[src/rtl/block_dma_ctrl.sv]
// block_dma_ctrl: splits one cache block request into memory beats
// and reassembles the returned beats into a single block response.
module block_dma_ctrl #(
   parameter int block_width_p    = 8,
   parameter int dma_data_width_p = 2
) (
   input  logic                          clk_i,
   input  logic                          reset_i,
   input  logic                          req_valid_i,
   output logic                          req_ready_o,
   input  logic                          req_we_i,
   input  logic [31:0]                   req_addr_i,
   input  logic [block_width_p*32-1:0]   req_wdata_i,
   output logic                          resp_valid_o,
   output logic [block_width_p*32-1:0]   resp_data_o,
   output logic                          mem_valid_o,
   input  logic                          mem_ready_i,
   output logic                          mem_we_o,
   output logic [31:0]                   mem_addr_o,
   output logic [dma_data_width_p*32-1:0] mem_wdata_o,
   input  logic                          mem_valid_i,
   input  logic [dma_data_width_p*32-1:0] mem_data_i
);

   localparam int beats     = block_width_p / dma_data_width_p;
   localparam int cw        = $clog2(beats) + 1;
   localparam int beat_bits = dma_data_width_p * 32;
   localparam int blk_bits  = block_width_p * 32;
   localparam int stride_sh = $clog2(dma_data_width_p) + 2;
   localparam logic [cw-1:0]  last     = cw'(beats - 1);
   localparam logic [31:0]    off_mask = 32'(block_width_p * 4) - 32'd1;

   typedef enum logic [1:0] {
      IDLE,
      ISSUE,
      WAIT,
      DONE
   } state_t;

   state_t                 state;
   state_t                 state_next;
   logic                   we;
   logic [31:0]            base;
   logic [blk_bits-1:0]    wbuf;
   logic [blk_bits-1:0]    rbuf;
   logic [cw-1:0]          icnt;
   logic [cw-1:0]          rcnt;
   logic [31:0]            beat_addr;
   logic [beat_bits-1:0]   beat_wdata;
   logic                   issue_fire;
   logic                   ret_fire;
   logic                   ret_last;

   assign issue_fire  = (state == ISSUE) && mem_ready_i;
   assign ret_fire    = ((state == ISSUE) || (state == WAIT)) && mem_valid_i;
   assign ret_last    = ret_fire && (rcnt == last);
   assign beat_addr   = base + (32'(icnt) << stride_sh);
   assign resp_data_o = rbuf;

   // select the write beat addressed by the issue counter
   always_comb begin
      beat_wdata = '0;
      for (int i = 0; i < beats; i++) begin
         if (icnt == cw'(i)) begin
            beat_wdata = wbuf[i*beat_bits +: beat_bits];
         end
      end
   end

   // state register
   always_ff @(posedge clk_i) begin
      if (reset_i) begin
         state <= IDLE;
      end else begin
         state <= state_next;
      end
   end

   // next state and outputs; a final return beat wins over issue
   always_comb begin
      state_next   = state;
      req_ready_o  = 1'b0;
      resp_valid_o = 1'b0;
      mem_valid_o  = 1'b0;
      mem_we_o     = 1'b0;
      mem_addr_o   = '0;
      mem_wdata_o  = '0;
      unique case (state)
         IDLE: begin
            req_ready_o = 1'b1;
            if (req_valid_i) begin
               state_next = ISSUE;
            end
         end
         ISSUE: begin
            mem_valid_o = 1'b1;
            mem_we_o    = we;
            mem_addr_o  = beat_addr;
            mem_wdata_o = beat_wdata;
            if (mem_ready_i && (icnt == last)) begin
               state_next = WAIT;
            end
            if (ret_last) begin
               state_next = DONE;
            end
         end
         WAIT: begin
            if (ret_last) begin
               state_next = DONE;
            end
         end
         DONE: begin
            resp_valid_o = 1'b1;
            state_next   = IDLE;
         end
         default: state_next = IDLE;
      endcase
      if (reset_i) begin
         req_ready_o  = 1'b0;
         resp_valid_o = 1'b0;
         mem_valid_o  = 1'b0;
         mem_we_o     = 1'b0;
         mem_addr_o   = '0;
         mem_wdata_o  = '0;
      end
   end

   // request latch, beat counters and return-beat assembly
   always_ff @(posedge clk_i) begin
      if (reset_i) begin
         we   <= 1'b0;
         base <= '0;
         wbuf <= '0;
         rbuf <= '0;
         icnt <= '0;
         rcnt <= '0;
      end else begin
         if ((state == IDLE) && req_valid_i) begin
            we   <= req_we_i;
            base <= req_addr_i & ~off_mask;
            wbuf <= req_wdata_i;
            icnt <= '0;
            rcnt <= '0;
         end
         if (issue_fire) begin
            icnt <= icnt + cw'(1);
         end
         if (ret_fire) begin
            for (int i = 0; i < beats; i++) begin
               if (rcnt == cw'(i)) begin
                  rbuf[i*beat_bits +: beat_bits] <= mem_data_i;
               end
            end
            rcnt <= rcnt + cw'(1);
         end
      end
   end

endmodule

[config.mk]
export PLATFORM = sky130hd
export DESIGN_NAME = block_dma_ctrl
export DESIGN_NICKNAME = d
export VERILOG_FILES = /design/src/rtl/block_dma_ctrl.sv
export SDC_FILE = /design/constraint.sdc
export NUM_CORES = 1
export LEC_CHECK = 0
export BUFFER_PORTS_ARGS = -buffer_cell sky130_fd_sc_hd__buf_2
export CORE_AREA = 2 2 275 277
export DETAILED_ROUTE_END_ITERATION = 10
export DIE_AREA = 0 0 277 279
export PLACE_DENSITY = 0.61
export SYNTH_ARGS = -nofsm -noshare
export SYNTH_HDL_FRONTEND = slang
export SYNTH_SLANG_ARGS = --single-unit
[constraint.sdc]
create_clock -name clk_i -period 2.8 [get_ports clk_i]
set_input_delay 0.56 -clock clk_i [delete_from_list [all_inputs] [get_ports clk_i]]
set_output_delay 0.56 -clock clk_i [all_outputs]
set_load 0.005 [all_outputs]
==> impl_metrics.yaml <==
status:
  outcome: "complete, but fails checks"
  violations: "negative setup slack"
clock_tree:
  cts.sinks: 548
  path_clk_slew_ns: 0.07
  htreeDepth: 2
  cts_buffer_depth: 3
  cts_buffers: 61
  cts-root-buf: "clkbuf_16"
  cts_tree: "yes"
  clock_latency_ns: 0.63
finish:
  drive_gt1_frac: 0.297
  nNetsFinal: 3923
  areaGrowthSynthToFinish_pct: 38.5
  nFillCells: 7661
  instances_no_fill: 4575
timing:
  min_period_ns: 3.18
  fin_ws_ns: -0.383
  setup_viol: 78
  slew_headroom: 0.304
  finalHoldViolations: 0
  drv_slew: 0
  period_share: 1.14
  worst_slew_pin_slew_ns: 1.04
  max_clock_freq_mhz: 314
  clock_skew_ns: 0.0109
  rsz0062_at_grt: "true"
placed_design:
  dp.cells: 4425
  io_buffers: 705
  dp_slack_ns: 0.0663
  gp_congestion: 0.869
  dp_hpwl_um: 58900
grt:
  grtUsageTotal: 0.211
  first_global_vias: 21300
  antenna_found_initial: 25
  grt_pass1_wl_um: 128000
  grt_overflow_total: 0
  grt_max_degree: 214
setup_path:
  crit_path_max_fanout: 8
  rrSetupSlack_ns: 0.43
  setup.worst_path.class: "reg -> out"
  worst_ep_arrival_time_ns: 2.62
  required_ns: 2.24
  path_cells: "inv_4 > ha_4 > nor3b_4 > buf_6 > buf_12 > a221oi_2 > or3_4 > a21oi_4 > buf_6 > buf_2"
  crit_top_cell: "buf_6"
  crit_buf_inv: 5
  critPathMaxStageDelay_ns: 0.37
  start_kind: "register"
  end_kind: "output pin"
  path_delay_family: "buffers and inverters"
  slowest_stage: "or3_4"
floorplanning:
  io_pins: 714
  start_util: 0.291
  die_w_um: 277
  coreArea_um2: 74100
  rows: 100
  die_height_um: 279
  die_area_um2: 77300
synth:
  yosysWarnings: 0
  syn_area_per_cell_um2: 7.41
  synth_top_cell_area_share: 0.508
  synth_area_leaders: "dfxtp_1 (51%), nand2_1 (20%), a21oi_1 (14%)"
  synth-seq-cells: 548
  synth_cell_types: 37
  synth_top_area_cell: "dfxtp_1"
  syn_area_um2: 21600
  ys_seq_area_frac: 0.508
  synthCells: 2910
min_path:
  hp-class: "in -> reg"
job:
  cap_violations: 0
detailed_routing:
  wire_per_inst_um: 18.9
  vias_per_cell: 4.92
  drt_wl_total_um: 86300
  antenna_left: 0
  via_count: 22500
  dr.first_iter.drc_count: 1538
  drcViolationCount: 0
  dr.pass1.iters: 5
power_and_ir_drop:
  peakVddDrop_mv: 0.463
  p_int_mw: 16.3
  power_density_nw_per_um2: 810
  seq_power_share: 0.394
  pwr-share-comb: 0.255
  p_sw_frac: 0.328
  pwr-share-clk: 0.351
  p_leak_nw: 12.3
  power.net_switching_mw: 7.93
-- metrics by stage --
step	hold WS (ns)	power (mW)	TNS [ns]	area, µm²	util
after floorplan	0.432	12.7	0	21600	-
after global placement	0.438	15.1	0	26400	0.357
after detailed placement	0.443	15.2	0	26400	0.357
after CTS	0.119	24.2	-24.95	29400	0.397
after global routing	0.132	25.4	-31.47	29900	0.403
final	0.164	24.2	-21.52	29900	0.403
-- Yosys cell counts --
master and n:
a21oi_1 622, and3_1 3, nor4_1 4, nand2_1 1159, a2111o_1 1, nand2b_1 2, buf_4 3, and4_2 1
nor3_1 1, and4_1 3, dfxtp_1 548, or4_1 5, and3b_1 1, or3_2 2, nand4_2 1, o31ai_1 6
or3_1 70, buf_1 12, xor2_1 7, a211o_1 1, nor3b_1 1, mux2i_1 1, xnor2_1 7, a21o_1 1
inv_1 12, o21ai_0 6, nand4_1 8, and2_1 10, a32oi_1 2, nor2_1 91, conb_1 1, clkbuf_1 215
nand3_1 9, buf_2 7, a221oi_1 65, nor2b_1 5, ha_1 17
-- sequential cells by signal, summed over array words and instances, names as in the netlist --
signal,cells
base,27
icnt,3
rcnt,3
resp_data_o,256
state,2
wbuf,256
we,1
-- worst reg2reg max path, delay by kind of cell, from the launching register on --
family                     cells  cell delay (ns)
AOI/OAI and AO/OA              1             0.17
DFF                            1             0.38
buffers and inverters          2             0.75
and+or+nand+nor                3             0.57
adders and majority gates      1             0.41
-- kinds of logic (layout without fill, tap and decap cells) --
logic type / after synthesis / in the layout / synth area share
other: 1 / 11 / 0.000174
adder cells (fa/ha/maj): 17 / 17 / 0.00986
AO/OA/AOI/OAI: 704 / 704 / 0.176
XOR/XNOR: 14 / 14 / 0.00568
buffers and inverters: 249 / 935 / 0.0442
AND/OR/NAND/NOR: 1376 / 1376 / 0.255
flip-flops: 548 / 548 / 0.508
multiplexers: 1 / 1 / 0.000464
-- per-layer routing --
layer  GRT usage  up-vias  routed length, µm
met4      0.0904       30               3850
met5           0        -                185
met3      0.0677      207               7360
met1       0.255    10600              34800
met2       0.344      833              40100
li1            -    10900                  -
-- cell type report --
type / count / area [µm²] / share of cell area
multi-input combinational: 2115 / 10400 / 0.348
timing repair buffer: 810 / 5060 / 0.169
antenna: 8 / 20.0 / 0.000670
sequential: 548 / 11000 / 0.368
clock inverter: 30 / 387 / 0.0129
clock buffer: 83 / 1750 / 0.0585
inverter: 12 / 50.0 / 0.00167
tap: 969 / 1210 / 0.0406
-- final timing paths --
kind	to	from	cells past startpoint
setup / recovery	mem_wdata_o[47]	icnt[1]$_SDFFE_PP0P_	10
hold reg to reg	resp_data_o[244]$_SDFFE_PP0P_	resp_data_o[244]$_SDFFE_PP0P_	2
hold / removal	wbuf[90]$_SDFFE_PP0P_	req_wdata_i[90]	3
setup reg to reg	resp_data_o[71]$_SDFFE_PP0P_	state[1]$_SDFFE_PP0P_	7
-- cell usage in the layout, fill, tap and decap left out, drive strengths merged, types with 6 or more instances in the layout --
cell type,instances
a21oi,622
a221oi,65
and2,10
buf,804
bufinv,7
clkbuf,86
clkinv,17
dfxtp,548
diode,8
ha,17
inv,17
nand2,1159
nand3,9
nand4,9
nor2,91
o21ai,6
o31ai,6
or3,72
xnor2,7
xor2,7
-- power by group through the flow --
stage	clock [mW]	sequential (mW)	combinational (mW)
after detailed placement	0	9.62	5.55
after global routing	8.96	9.65	6.78
after CTS	8.68	9.49	5.98
final	8.49	9.54	6.17
after global placement	0	9.59	5.49
after floorplan	0	9.48	3.25
-- what timing repair did --
item | CTS | global route
hold buffers | 0 | 0
endpoints found under the hold margin | 0 | 0
pin swaps | 69 | 89
gates cloned | 9 | 3
gates resized for setup | 119 | 77
buffers inserted | 14 | 7
setup endpoints to repair | 81 | 79
Power figures use the tool's default switching activity.
